**config.mk**
```make
export PLATFORM = sky130hd
export DESIGN_NAME = mult_div_sequencer
export DESIGN_NICKNAME = d
export VERILOG_FILES = /design/src/rtl/mult_div_sequencer.sv
export SDC_FILE = /design/constraint.sdc
export NUM_CORES = 1
export LEC_CHECK = 0
export BUFFER_PORTS_ARGS = -buffer_cell sky130_fd_sc_hd__buf_4
export CORE_MARGIN = 5
export CORE_UTILIZATION = 30
export CTS_CLUSTER_DIAMETER = 30
export DETAILED_ROUTE_END_ITERATION = 8
export GPL_TIMING_DRIVEN = 0
export HOLD_SLACK_MARGIN = 0.15
export PLACE_DENSITY = 0.48
export SKIP_LAST_GASP = 1
export SLEW_MARGIN = 20
export SYNTH_ARGS = -nofsm -noshare
export SYNTH_HDL_FRONTEND = slang
export SYNTH_SLANG_ARGS = --single-unit
export TNS_END_PERCENT = 5
```
**constraint.sdc**
```tcl
create_clock -name clock -period 4.2 [get_ports clock]
set_clock_uncertainty 0.05 [all_clocks]
set_input_delay 0.63 -clock clock [delete_from_list [all_inputs] [get_ports clock]]
set_output_delay 0.63 -clock clock [all_outputs]
set_load 0.02 [all_outputs]
```
**src/rtl/mult_div_sequencer.sv**
```systemverilog
// Multicycle MULT/DIV sequencer for the HI/LO registers: 32-step radix-2 Booth
// multiply or restoring divide on magnitudes with a final sign-fix cycle.
module mult_div_sequencer #(
  parameter int WIDTH = 32,
  parameter int CNT_W = 6
) (
  input  logic             clock,
  input  logic             reset,
  input  logic             start,
  input  logic             op,
  input  logic [WIDTH-1:0] a,
  input  logic [WIDTH-1:0] b,
  output logic             busy,
  output logic             done,
  output logic             div_zero,
  output logic [WIDTH-1:0] hi,
  output logic [WIDTH-1:0] lo
);

  localparam logic [2:0] S_IDLE = 3'd0;
  localparam logic [2:0] S_MULT = 3'd1;
  localparam logic [2:0] S_DIV  = 3'd2;
  localparam logic [2:0] S_FIX  = 3'd3;
  localparam logic [2:0] S_DONE = 3'd4;

  localparam logic [CNT_W-1:0] CNT_LOAD = CNT_W'(WIDTH - 1);

  logic [2:0]       state_q, state_d;
  logic [CNT_W-1:0] cnt_q, cnt_d;
  logic [WIDTH:0]   acc_q, acc_d;
  logic [WIDTH:0]   mcand_q, mcand_d;
  logic [WIDTH-1:0] mq_q, mq_d;
  logic             qm1_q, qm1_d;
  logic [WIDTH-1:0] rem_q, rem_d;
  logic [WIDTH-1:0] quo_q, quo_d;
  logic [WIDTH-1:0] dmag_q, dmag_d;
  logic             qneg_q, qneg_d;
  logic             rneg_q, rneg_d;
  logic [WIDTH-1:0] hi_q, hi_d;
  logic [WIDTH-1:0] lo_q, lo_d;
  logic             done_q, done_d;
  logic             dz_q, dz_d;

  // Booth step datapath; the accumulator carries one guard bit so that
  // subtracting the most-negative multiplicand cannot overflow.
  logic [WIDTH:0]   acc_sum, acc_nx;
  logic [WIDTH-1:0] mq_nx;
  logic             qm1_nx;

  always_comb begin
    acc_sum = acc_q;
    case ({mq_q[0], qm1_q})
      2'b01:   acc_sum = acc_q + mcand_q;
      2'b10:   acc_sum = acc_q - mcand_q;
      default: acc_sum = acc_q;
    endcase
    acc_nx = {acc_sum[WIDTH], acc_sum[WIDTH:1]};
    mq_nx  = {acc_sum[0], mq_q[WIDTH-1:1]};
    qm1_nx = mq_q[0];
  end

  // Restoring divide step on magnitudes.
  logic [WIDTH:0]   rem_sh, trial;
  logic [WIDTH-1:0] rem_nx, quo_nx;

  always_comb begin
    rem_sh = {rem_q, quo_q[WIDTH-1]};
    trial  = rem_sh - {1'b0, dmag_q};
    rem_nx = trial[WIDTH] ? rem_sh[WIDTH-1:0] : trial[WIDTH-1:0];
    quo_nx = {quo_q[WIDTH-2:0], ~trial[WIDTH]};
  end

  logic [WIDTH-1:0] quo_fix, rem_fix;
  assign quo_fix = qneg_q ? (~quo_q + 1'b1) : quo_q;
  assign rem_fix = rneg_q ? (~rem_q + 1'b1) : rem_q;

  // Unsigned magnitudes; 0x80..0 maps to itself, which is the correct value.
  logic [WIDTH-1:0] a_mag, b_mag;
  assign a_mag = a[WIDTH-1] ? (~a + 1'b1) : a;
  assign b_mag = b[WIDTH-1] ? (~b + 1'b1) : b;

  logic can_launch;
  assign can_launch = start && ((state_q == S_IDLE) || (state_q == S_DONE));

  always_comb begin
    state_d = state_q;
    cnt_d   = cnt_q;
    acc_d   = acc_q;
    mcand_d = mcand_q;
    mq_d    = mq_q;
    qm1_d   = qm1_q;
    rem_d   = rem_q;
    quo_d   = quo_q;
    dmag_d  = dmag_q;
    qneg_d  = qneg_q;
    rneg_d  = rneg_q;
    hi_d    = hi_q;
    lo_d    = lo_q;
    dz_d    = 1'b0;

    case (state_q)
      S_IDLE, S_DONE: begin
        state_d = S_IDLE;
        if (can_launch) begin
          cnt_d = CNT_LOAD;
          if (!op) begin
            acc_d   = '0;
            mcand_d = {a[WIDTH-1], a};
            mq_d    = b;
            qm1_d   = 1'b0;
            state_d = S_MULT;
          end else if (b == '0) begin
            dz_d    = 1'b1;
            state_d = S_DONE;
          end else begin
            rem_d   = '0;
            quo_d   = a_mag;
            dmag_d  = b_mag;
            qneg_d  = a[WIDTH-1] ^ b[WIDTH-1];
            rneg_d  = a[WIDTH-1];
            state_d = S_DIV;
          end
        end
      end
      S_MULT: begin
        acc_d = acc_nx;
        mq_d  = mq_nx;
        qm1_d = qm1_nx;
        if (cnt_q == '0) begin
          hi_d    = acc_nx[WIDTH-1:0];
          lo_d    = mq_nx;
          state_d = S_DONE;
        end else begin
          cnt_d = cnt_q - 1'b1;
        end
      end
      S_DIV: begin
        rem_d = rem_nx;
        quo_d = quo_nx;
        if (cnt_q == '0) state_d = S_FIX;
        else             cnt_d   = cnt_q - 1'b1;
      end
      S_FIX: begin
        hi_d    = rem_fix;
        lo_d    = quo_fix;
        state_d = S_DONE;
      end
      default: state_d = S_IDLE;
    endcase

    done_d = (state_d == S_DONE);
  end

  always_ff @(posedge clock) begin
    if (!reset) begin
      state_q <= S_IDLE;
      cnt_q   <= '0;
      acc_q   <= '0;
      mcand_q <= '0;
      mq_q    <= '0;
      qm1_q   <= 1'b0;
      rem_q   <= '0;
      quo_q   <= '0;
      dmag_q  <= '0;
      qneg_q  <= 1'b0;
      rneg_q  <= 1'b0;
      hi_q    <= '0;
      lo_q    <= '0;
      done_q  <= 1'b0;
      dz_q    <= 1'b0;
    end else begin
      state_q <= state_d;
      cnt_q   <= cnt_d;
      acc_q   <= acc_d;
      mcand_q <= mcand_d;
      mq_q    <= mq_d;
      qm1_q   <= qm1_d;
      rem_q   <= rem_d;
      quo_q   <= quo_d;
      dmag_q  <= dmag_d;
      qneg_q  <= qneg_d;
      rneg_q  <= rneg_d;
      hi_q    <= hi_d;
      lo_q    <= lo_d;
      done_q  <= done_d;
      dz_q    <= dz_d;
    end
  end

  assign busy     = (state_q == S_MULT) || (state_q == S_DIV) || (state_q == S_FIX);
  assign done     = done_q;
  assign div_zero = dz_q;
  assign hi       = hi_q;
  assign lo       = lo_q;

endmodule

```
### Yosys cells after proc, flatten, opt, wreduce, memory -nomap -nowiden

Cells that the tools add are included.

| storage, ports and cells | value |
|---|---|
| register bits after elaboration | 271 |
| bits in latches | 0 |
| bits in writable memories | 0 |
| bits in read-only memories | 0 |
| input port bits | 68 |
| output and inout bits | 67 |
| logic and storage cells | 101 |
| memories | 0 |

| operators by class | value |
|---|---|
| $add $sub $neg | 8 |
| multipliers | 0 |
| divide/modulo/power cells | 0 |
| $lt $le $gt $ge | 0 |
| equal/unequal tests | 13 |
| shift-type cells | 0 |
| multiplexer cells | 37 |
| bitwise gates (word level) | 8 |
| reduce and logical (&&, ||, !) cells | 20 |

Operators by type and width:

| cell | count |
|---|---|
| two-way mux 32 bit | 15 |
| case mux 32 bit (2 select lines) | 5 |
| case mux 33 bit (2 select lines) | 2 |
| adder 32 x 1 -> 32 bit, second input constant | 4 |
| NOT 32 bit | 4 |
| two-way mux 33 bit | 2 |
| adder 33 bit | 1 |
| subtractor 33 x 32 -> 33 bit | 1 |
| subtractor 33 bit | 1 |
| zero test 32 bit | 1 |
| two-way mux 3 bit | 5 |
| two-way mux 6 bit | 2 |
| != test 2 bit, second input constant | 6 |
| case mux 3 bit (4 select lines) | 1 |
| case mux 6 bit (2 select lines) | 1 |
| AND reduction 4 bit | 3 |
| AND reduction 3 bit | 3 |
| nonzero test 2 bit | 4 |
| equality test 3 x 2 -> 1 bit, second input constant | 2 |
| equality test 3 bit, second input constant | 2 |
| zero test 6 bit | 1 |
| subtractor 6 x 1 -> 6 bit, second input constant | 1 |
| OR reduction 2 bit | 2 |
| equality test 3 x 1 -> 1 bit, second input constant | 1 |
| other kinds (10) | 16 |

### Longest topological paths before layout

Gate-level depths: netlist of the first run.

| logic depth | value |
|---|---|
| depth in word-level cells | 7 |
| depth in mapped cells | 20 |
| depth with buffers taken out | 19 |

### Worst setup path before layout of the first run

Ideal clock, no wire load.

| timing path | value |
|---|---|
| path type | reg2reg |
| from | register mcand_q[2] |
| to | register hi_q[31] (netlist: hi[31]) |
| setup time | 95 ps |
| arrival | 4408 ps |
| path slack | -353 ps |
| stages on the path, launching flop included | 21 |
| path buffers | 1 |
| clock period less this slack | 4553 ps |
| path through | dfxtp_1 > nor4_1 > and4b_1 > nand2b_1 > or4_1 > nor3_1 > nand2_1 > nor2_1 > a21oi_1 > xnor2_1 > ha_1 > clkbuf_1 > a21o_1 > a21oi_1 > o21ai_0 > a31o_2 > or2_2 > o21ba_2 > xnor2_1 > o21ai_0 > a221oi_1 |

| on the way | value |
|---|---|
| cells in the longest elaborated chain, start to end | 4 |
| elaborated cells on any way between the ends | 5 |

RTL lines:

| element | RTL line | text |
|---|---|---|
| start, declared | 31 | `logic [WIDTH:0] mcand_q, mcand_d;` |
| start signal, assigned | 175 | `mcand_q <= mcand_d;` |
| subtractor 33 bit or adder 33 bit (tied branches) | 54, 53 |  |
| case mux 33 bit (2 select lines) * | 52 | `case ({mq_q[0], qm1_q})` |
| two-way mux 32 bit * | 129 | `if (cnt_q == '0) begin` |
| case mux 32 bit (2 select lines) * | 101 | `case (state_q)` |
| end signal, assigned | 183 | `hi_q <= hi_d;` |
| end, declared | 39 | `logic [WIDTH-1:0] hi_q, hi_d;` |

Mark *: on every way between the ends. The rest lies on a longest branch, timed or not. The select of a mux whose other input is x is not followed.
A chain may end at the register's enable or synchronous reset.

### Final worst setup path of the first run

| timing path | value |
|---|---|
| from | register mcand_q[2] |
| to | register hi_q[28] (netlist: hi[28]) |

Same word-level chain as after synthesis.

==> results of run 1 <==
==> metrics by stage <==
| step | TNS [ns] | util [%] | worst slack [ns] |
|---|---|---|---|
| 3_3_place_gp | -24.07 | 33.6 | -1.16 |
| 5_1_grt | -16.82 | 39.5 | -0.439 |
| 3_5_place_dp | -24.89 | 33.7 | -1.15 |
| 4_1_cts | -4.67 | 39.0 | -0.321 |
| 2_1_floorplan | 0 | - | 0.0107 |
| 6_report | -5.12 | 39.5 | -0.345 |
==> state kept, by name, indices dropped and copies added (netlist names) <==
name	flops
qm1_q	1
cnt_q	6
mq_q	32
acc_q	32
div_zero	1
dmag_q	32
hi	32
mcand_q	32
qneg_q	1
quo_q	32
rem_q	32
done	1
rneg_q	1
state_q	3
lo	32
==> worst max path at each step <==
stage                        end  slack (ns)  startpoint
after detailed placement  hi[27]       -1.15  mcand_q[3]
after global routing      hi[28]       -0.44  mcand_q[2]
after global placement    hi[27]       -1.16  mcand_q[3]
final                     hi[28]       -0.34  mcand_q[2]
after floorplan           hi[31]        0.01  mcand_q[5]
after CTS                 hi[31]       -0.32  mcand_q[3]
==> what timing repair did <==
item                                    4_1_cts  5_1_grt
setup buffers                                 9       18
resized for setup                            44       47
pin swaps                                    25       39
endpoints found under the setup margin       47       69
==> area by class of cell <==
class,count,area (um^2)
flip-flops and latches,270,5420
inverters,70,263
diodes,1,2.50
clock inverters,34,541
repair buffers,160,1200
fillers,6125,35700
clock buffers,113,2320
multi-input cells,1900,12000
plain buffers,145,611
well taps,773,967
==> logic make-up after synthesis <==
kind of cell	share of synthesized area, %
fa+ha+maj	5.27
mux	2.11
compound gates	25.0
flops	30.3
simple gates	22.4
xor+xnor	9.96
buf+inv	4.97
==> placed cells by master, fill, tap and decap left out, types with 18 or more instances in the layout <==
master / count
a21o_1: 29
o211ai_1: 28
ha_1: 65
buf_4: 163
clkbuf_8: 18
a311oi_1: 62
xor2_1: 80
clkbuf_16: 81
dfxtp_1: 266
mux2i_1: 32
clkbuf_1: 132
inv_1: 68
nand3_1: 34
nand2b_1: 20
a22oi_1: 19
o31ai_1: 43
o21ai_0: 139
nor2_1: 272
or3_1: 21
nand2_1: 399
xnor2_1: 110
a21oi_1: 166
nor3_1: 36
a211oi_1: 53
==> layer usage <==
metal	part of all wire [%]	vias to the layer above	GRT usage (%)
met4	2.3	0	6.38
met3	5.4	106	3.27
met1	47	8998	30.3
met5	0	-	0
met2	46	612	35.0
li1	-	9028	-
==> report_power, final <==
part           internal, mW  switching [mW]
clock                  4.55            1.83
combinational          1.49            2.48
sequential             2.82           0.280
==> worst min-delay path: stages <==
cell and delay (ns):
buf_4 0.13, nand2_1 0.05, a21oi_1 0.05
==> flow_summary.toml, run 1 <==
[status]
outcome = "finished, violations left"
violations = "setup timing"

[critical_path]
worstPathMaxFanout = 5
reg2reg_to = "hi[28]"
critical-path-top-delay-family = "simple AND/OR/NAND/NOR gates"
critical_path_class = "flop to flop"
reg2reg_from = "mcand_q[2]"
r2r_slack_ns = -0.34
crit_slowest_cell = "or4b_4"
critPathMostFrequentCell = "a21oi_4"
cp-start-kind = "flop"
r2r_cells = 17
path_depth = 17
max_stage_delay_ns = 0.56
crit_chain = "nor4_4 > and4b_1 > nand2b_1 > or4_4 > nor3_4 > buf_4 > nor2_4 > xnor2_4 > ha_4 > and3_4 > nand3_2 > or4b_4 > o21ai_4 > a21oi_4 > mux2_4 > a21oi_4 > o22ai_1"
critPathBufInv = 1
cp-end-kind = "flop"
required_ns = 4.62
crit_arrival_ns = 4.96

[global_route]
grt_pass1_wl_um = 109000
grtUsageTotal_pct = 21.7
grt_pass1_vias = 18048
grt_max_degree = 12
antenna_found_initial = 0
overflow = 0

[sta]
layout_min_cycle_time_ns = 4.54
finalCritPeriodShare_pct = 108
maxSlewViolCount = 0
hold_slack_ns = 0.261
setup-violations-final = 29
worst_slack_ns = -0.345
worst-slew-pin-transition_ns = 1.03
relSlewSlack_pct = 29.2
hold_violations = 0
clock.fmax_ghz = 0.220
rsz0062_at_grt = "true"

[clock_network]
cts_root_buf = "clkbuf_16"
h-tree-depth = 3
cts_buffer_depth = 3
tritoncts = "built"
cts_hold_buffers = 0
path_clk_slew_ns = 0.05
clock_sinks = 270
cts_buffers = 79
clock_latency_ns = 0.60

[routing]
drcViolationCount = 0
wl_um = 73200
drtIter0Drc = 1409
routedWlPerCell_um = 21.1
detail-route-antenna-nets = 0
dr.pass1.iters = 5
vias = 18744
viasPerCell = 5.41

[die]
core_um2 = 59000
start_util_pct = 30.2
die_area_um2 = 64500
die_h_um = 254
pin_count = 135
rows = 89
chipWidth_um = 254

[logic_synthesis]
yosysSeqAreaShare_pct = 30.3
yosys_warnings = 0
netlist_instances = 2390
synth.area.top_cells = "dfxtp_1 30%, nand2_1 8.4%, xnor2_1 5.9%"
synth_common_cells = "400 x nand2_1, 276 x nor2_1, 270 x dfxtp_1, 173 x a21oi_1, 149 x o21ai_0"
synth_top_cell_area_share_pct = 30.3
netlist_area_um2 = 17800
ys.flop_type = "dfxtp_1"
synth_seq_cells = 270
synthArstFlopShare_pct = 0
synth_most_common_cell = "nand2_1"
synth_edf_count = 0
synth_nets = 2532
synth_top_area_cell = "dfxtp_1"
avgSynthCellArea_um2 = 7.47
ys_types = 85

[power_and_ir_drop]
finalPower_mw = 13.4
p_leak_nw = 8.93
irDropWorstVdd_v = 0.000282
power.density_nw_per_um2 = 576

[layout]
drive_gt1_share_pct = 15.1
syn2layout_area_growth_pct = 30.8
nNetsFinal = 2768
design_area_um2 = 23300
fin_cells = 3466

[placement]
placedInstanceArea_um2 = 19900
placed_cells = 3296
place_hpwl_um = 57600
globalplace.congestion = 0.902
port_buffers = 132

[worst_hold_path]
hp-class = "primary input to flop"
min_to = "mcand_q[25]"
holdPathStages = 3
hp-start = "a[25]"

[run]
max-cap-violations = 0
Power figures use the tool's default switching activity.
==> run 2: changes to the inputs <==
--- a/config.mk
+++ b/config.mk
@@ -5,6 +5,7 @@
 export SDC_FILE = /design/constraint.sdc
 export NUM_CORES = 1
 export LEC_CHECK = 0
+export ABC_AREA = 1
 export BUFFER_PORTS_ARGS = -buffer_cell sky130_fd_sc_hd__buf_4
 export CORE_MARGIN = 5
 export CORE_UTILIZATION = 30
@@ -14,7 +15,6 @@
 export HOLD_SLACK_MARGIN = 0.15
 export PLACE_DENSITY = 0.48
 export SKIP_LAST_GASP = 1
-export SLEW_MARGIN = 20
 export SYNTH_ARGS = -nofsm -noshare
 export SYNTH_HDL_FRONTEND = slang
 export SYNTH_SLANG_ARGS = --single-unit
==> flow_summary.toml, run 2 <==
[sta]
layout_min_cycle_time_ns = 3.98
worst_slack_ns = 0.218
hold_slack_ns = 0.278
hold_violations = 0
tns_ns = 0
worst-slew-pin-transition_ns = 0.979
setup-violations-final = 0
maxSlewViolCount = 0
rsz0062_at_grt = "true"
clock.fmax_ghz = 0.251
relSlewSlack_pct = 34.7
finalCritPeriodShare_pct = 94.8

[routing]
wl_um = 87600
vias = 22627
drcViolationCount = 0
viasPerCell = 5.03
drtIter0Drc = 1841
dr.pass1.iters = 5
detail-route-antenna-nets = 0
routedWlPerCell_um = 19.5

[critical_path]
critical_path_class = "flop to flop"
cp-end-kind = "flop"
required_ns = 4.58
worstPathMaxFanout = 5
cp-start-kind = "flop"
critPathMostFrequentCell = "nand2_1"
crit_slowest_cell = "xor2_1"
crit_arrival_ns = 4.36
max_stage_delay_ns = 0.44
crit_chain = "inv_1 > ha_1 > nand2_1 > nor2_1 > nand2_1 > nor3_1 > nand4_1 > o21ai_0 > xor2_1 > ha_1 > nand2_1 > a21oi_1 > nor2_1 > nand2_1 > a21oi_1 > nand2_1 > inv_1 > nand3_1 > nand3_1 > nand2_1 > nand2_1 > a21oi_1"

[placement]
globalplace.congestion = 0.933
pre_cts_ws_ns = -0.175
place_hpwl_um = 71700
port_buffers = 132

[logic_synthesis]
muxShareOfSynthArea_pct = 0.0981
synth_top_cell_area_share_pct = 26.5
synth_xor_xnor_area_share_pct = 6.48
netlist_area_um2 = 20400
avgSynthCellArea_um2 = 6.06
synth_most_common_cell = "nand2_1"
synthSimpleGateAreaFrac_pct = 33.3
ys_types = 58
synth-compound-area-share_pct = 18.2
synth_top_area_cell = "dfxtp_1"
synth_edf_count = 0
synth_seq_cells = 270
ys.flop_type = "dfxtp_1"
synth_nets = 3506
synth.area.top_cells = "dfxtp_1 26%, nand2_1 18%, a21oi_1 7.5%"
synth_common_cells = "983 x nand2_1, 404 x inv_1, 305 x a21oi_1, 303 x nor2_1, 270 x dfxtp_1"
yosys.area_share.adder_pct = 4.61
synth_top_family_by_area = "simple AND/OR/NAND/NOR gates"
yosys_warnings = 0
yosysSeqAreaShare_pct = 26.5
netlist_instances = 3364
synthArstFlopShare_pct = 0

[status]
outcome = "complete, no violations"

[die]
core_um2 = 67300
rows = 95
die_area_um2 = 73300
chipWidth_um = 271
start_util_pct = 30.3
die_h_um = 271
pin_count = 135

[layout]
nNetsFinal = 3714
drive_gt1_share_pct = 10.4
final_common_cell = "nand2_1"
syn2layout_area_growth_pct = 23.1
final_cell_mix = "983 x nand2_1, 404 x inv_1, 305 x a21oi_1"
antenna_cells = 0

[power_and_ir_drop]
irDropWorstVdd_v = 0.000286
finalPower_mw = 13.0
p_leak_nw = 11.8
power.density_nw_per_um2 = 519

[global_route]
antenna_found_initial = 1
grt_pass1_wl_um = 130000
grt_max_degree = 12
grtUsageTotal_pct = 22.9
overflow = 0
grt_pass1_vias = 21671

[clock_network]
cts_buffers = 74
h-tree-depth = 3
cts_buffer_depth = 3
cts_hold_buffers = 0
cts_root_buf = "clkbuf_16"
tritoncts = "built"
path_clk_slew_ns = 0.04
clock_latency_ns = 0.60
post-cts-setup-buffer-count = 0
clock_sinks = 270

[run]
max-cap-violations = 0

[worst_hold_path]
hp-class = "primary input to flop"
## run 2: changes by cell type after synthesis, sizes merged, moves of 30 or more
cell    change
o21ai     +100
xnor2      -94
mux2i      -30
a311oi     -63
clkbuf     -42
a21oi     +133
nand3     +174
a211oi     -41
nand2     +589
nor2       +42
inv       +354
o31ai      -41
xor2       +42
## run 2: stage by stage
stage | utilization, % | area (um^2) | instances
after floorplan | - | 20400 | 3364
after global placement | 33.4 | 22500 | 4369
after detailed placement | 33.4 | 22500 | 4369
after CTS | 37.3 | 25100 | 4502
after global routing | 37.3 | 25100 | 4502
final | 37.3 | 25100 | 4502
## run 2: critical path, delay by kind of cell (launching register included)
| kind | cells | cell delay, ns |
|---|---|---|
| AND/OR/NAND/NOR | 13 | 1.85 |
| adder cells (fa/ha/maj) | 2 | 0.54 |
| AO/OA/AOI/OAI | 4 | 0.46 |
| XOR/XNOR | 1 | 0.44 |
| flip-flops | 1 | 0.32 |
| buffers and inverters | 2 | 0.15 |
## run 2: timing repair
item | in CTS | in global routing
pin swaps | 0 | 0
hold endpoints to repair | 0 | 0
resized for setup | 1 | 4
setup endpoints to repair | 1 | 9
## run 2: metal layers
layer	share of wire (%)	routed length (um)	up-vias	track usage (%)
met1	46	40000	10463	30.8
li1	-	-	11350	-
met2	45	39700	673	37.3
met4	3.0	2590	0	7.20
met5	0	0	-	0
met3	6.1	5320	141	4.09
## run 2: cell families (layout without fill, tap and decap cells)
logic type               count (synthesis)  after routing
multiplexers                             2              2
buffers and inverters                  556            821
AND/OR/NAND/NOR                       1638           1638
XOR/XNOR                               151            151
AO/OA/AOI/OAI                          673            673
adder cells (fa/ha/maj)                 74             74
flip-flops                             270            270
## run 2: power by group
part           total [mW]  switching [mW]  internal (mW)
logic                4.12            2.84           1.29
registers            3.03           0.252           2.78
clock network        5.87            1.78           4.09
total                13.0            4.87           8.16
## run 2: final timing paths
path	start	end	slack, ns	cells after the start
worst max-delay path	mcand_q[0]	acc_q[31]	0.22	22
worst min-delay path	a[19]	mcand_q[19]	0.28	3
worst max register to register	mcand_q[0]	acc_q[31]	0.22	22
worst min register to register	cnt_q[0]	cnt_q[0]	0.40	1
## run 2: layout make-up
cell class,count,area (um^2)
fillers,7574,42200
clock inverters,27,480
inverters,423,1590
well taps,873,1090
flip-flops and latches,270,5410
plain buffers,133,631
clock buffers,106,2140
repair buffers,132,991
multi-input cells,2538,12800
==> run 3: changes to the inputs <==
--- a/config.mk
+++ b/config.mk
@@ -8,12 +8,12 @@
 export ABC_AREA = 1
 export BUFFER_PORTS_ARGS = -buffer_cell sky130_fd_sc_hd__buf_4
 export CORE_MARGIN = 5
-export CORE_UTILIZATION = 30
+export CORE_UTILIZATION = 35
 export CTS_CLUSTER_DIAMETER = 30
 export DETAILED_ROUTE_END_ITERATION = 8
 export GPL_TIMING_DRIVEN = 0
 export HOLD_SLACK_MARGIN = 0.15
-export PLACE_DENSITY = 0.48
+export PLACE_DENSITY = 0.54
 export SKIP_LAST_GASP = 1
 export SYNTH_ARGS = -nofsm -noshare
 export SYNTH_HDL_FRONTEND = slang
==> flow_summary.toml, run 3 (synthesis results as in run 2) <==
[critical_path]
critical-path-top-delay-family = "simple AND/OR/NAND/NOR gates"
max_stage_delay_ns = 0.49
critical_path_class = "flop to flop"
worstPathMaxFanout = 10
critPathMostFrequentCell = "nand2_1"
critPathBufInv = 4
crit_arrival_ns = 4.33
required_ns = 4.60
crit_chain = "ha_1 > inv_1 > clkbuf_1 > o21ai_0 > xor2_1 > inv_1 > ha_1 > nand2_1 > nor2_1 > nand2_1 > nand3_1 > nand2_1 > nand2_1 > xnor2_1 > nand2_1 > nand2_1 > inv_1 > o21ai_0 > a21oi_1"
crit_slowest_cell = "o21ai_0"
cp-end-kind = "flop"
cp-start-kind = "flop"

[power_and_ir_drop]
irDropWorstVdd_v = 0.000278
power.share.sequential_pct = 23.5
power.density_nw_per_um2 = 518
p_int_mw = 8.01
swShare_pct = 37.8
p_switching_mw = 4.88
p_leak_nw = 11.8
p_clk_share_pct = 44.6
p_comb_share_pct = 31.9
finalPower_mw = 12.9

[routing]
vias = 22674
wl_um = 83900
drtIter0Drc = 2029
drcViolationCount = 0
dr.pass1.iters = 8
viasPerCell = 5.16
routedWlPerCell_um = 19.1
detail-route-antenna-nets = 0

[die]
die_h_um = 251
rows = 88
die_area_um2 = 63200
start_util_pct = 35.4
core_um2 = 57700
chipWidth_um = 251
pin_count = 135

[sta]
setup-violations-final = 0
hold_slack_ns = 0.272
clock.fmax_ghz = 0.254
rsz0062_at_grt = "true"
worst-slew-pin-transition_ns = 0.943
layout_min_cycle_time_ns = 3.93
maxSlewViolCount = 0
hold_violations = 0
finalCritPeriodShare_pct = 93.7
relSlewSlack_pct = 37.1

[layout]
drive_gt1_share_pct = 10.4
design_area_um2 = 24900
nNetsFinal = 3711
fin_cells = 4393
multi_input_area_um2 = 12800
antenna_cells = 0
final_cell_mix = "983 x nand2_1, 404 x inv_1, 305 x a21oi_1"
final_common_cell = "nand2_1"
seqCellArea_um2 = 5410
syn2layout_area_growth_pct = 22.0
fillers = 6428

[placement]
placed_cells = 4261
globalplace.congestion = 0.954
place_hpwl_um = 68600
placedInstanceArea_um2 = 22300
port_buffers = 132

[worst_hold_path]
hp-class = "primary input to flop"

[global_route]
grt_max_degree = 12
antenna_found_initial = 0
grt_pass1_vias = 21393
overflow = 0
grtUsageTotal_pct = 25.4
grt_pass1_wl_um = 125000

[clock_network]
clock_sinks = 270
clock_latency_ns = 0.60
h-tree-depth = 3
path_clk_slew_ns = 0.05
cts_root_buf = "clkbuf_16"
cts_buffer_depth = 3
cts_buffers = 71
tritoncts = "built"
cts_hold_buffers = 0

[status]
outcome = "complete, no violations"

[run]
max-cap-violations = 0
## run 3: changes by cell type in the layout (fill, tap and decap cells not counted), sizes merged
cell / change
bufinv: +1
clkbuf: -13
clkinv: +9
inv: +2
## run 3: final cells by class
type                       count  area share [%]
clock inverter                39            2.31
tap                          765            3.85
inverter                     423            6.38
sequential                   270            21.7
clock buffer                  93            7.91
timing repair buffer         132            3.98
buffer                       133            2.53
multi-input combinational   2538            51.3
## run 3: worst paths after layout
| check | startpoint | to | slack (ns) | cells after the start |
|---|---|---|---|---|
| setup / recovery | mq_q[0] | hi[9] | 0.27 | 19 |
| hold reg to reg | cnt_q[0] | cnt_q[0] | 0.41 | 1 |
| setup reg to reg | mq_q[0] | hi[9] | 0.27 | 19 |
| hold / removal | a[19] | mcand_q[19] | 0.27 | 3 |
## run 3: worst reg2reg max path, delay by kind of cell, from the launching register on
kind                       cells  cell delay (ns)
adders and majority gates      2             0.68
xor gates and xnor gates       2             0.38
buffers and inverters          4             0.66
and+or+nand+nor                8             0.86
DFF                            1             0.36
AOI/OAI and AO/OA              3             0.80
## run 3: stage by stage
| stage | util (%) | setup TNS (ns) | worst slack (ns) |
|---|---|---|---|
| after detailed placement | 38.7 | -0.179 | -0.171 |
| after CTS | 43.1 | 0 | 0.00414 |
| after global routing | 43.1 | -0.104 | -0.0531 |
| final | 43.1 | 0 | 0.266 |
| after global placement | 38.7 | -0.296 | -0.225 |
| after floorplan | - | 0 | 1.29 |
## run 3: layer usage
metal / vias to the layer above / share of wire [%] / track usage (%)
li1: 11367 / - / -
met1: 10468 / 47 / 35.3
met2: 719 / 45 / 40.9
met3: 120 / 6.2 / 3.91
met4: 0 / 2.5 / 7.34
met5: - / 0 / 0
## run 3: what timing repair did
action | 4_1_cts | 5_1_grt
setup endpoints to repair | 2 | 7
setup buffers | 0 | 0
resized for setup | 1 | 4
## run 3: power by group through the flow
stage               clock network (mW)  logic [mW]  registers [mW]
global route                      5.94        4.56            3.05
global placement                     0        4.05            3.06
CTS                               5.79        4.06            3.02
detailed placement                   0        4.04            3.06
finish                            5.75        4.10            3.03
floorplan                            0        2.82            2.98
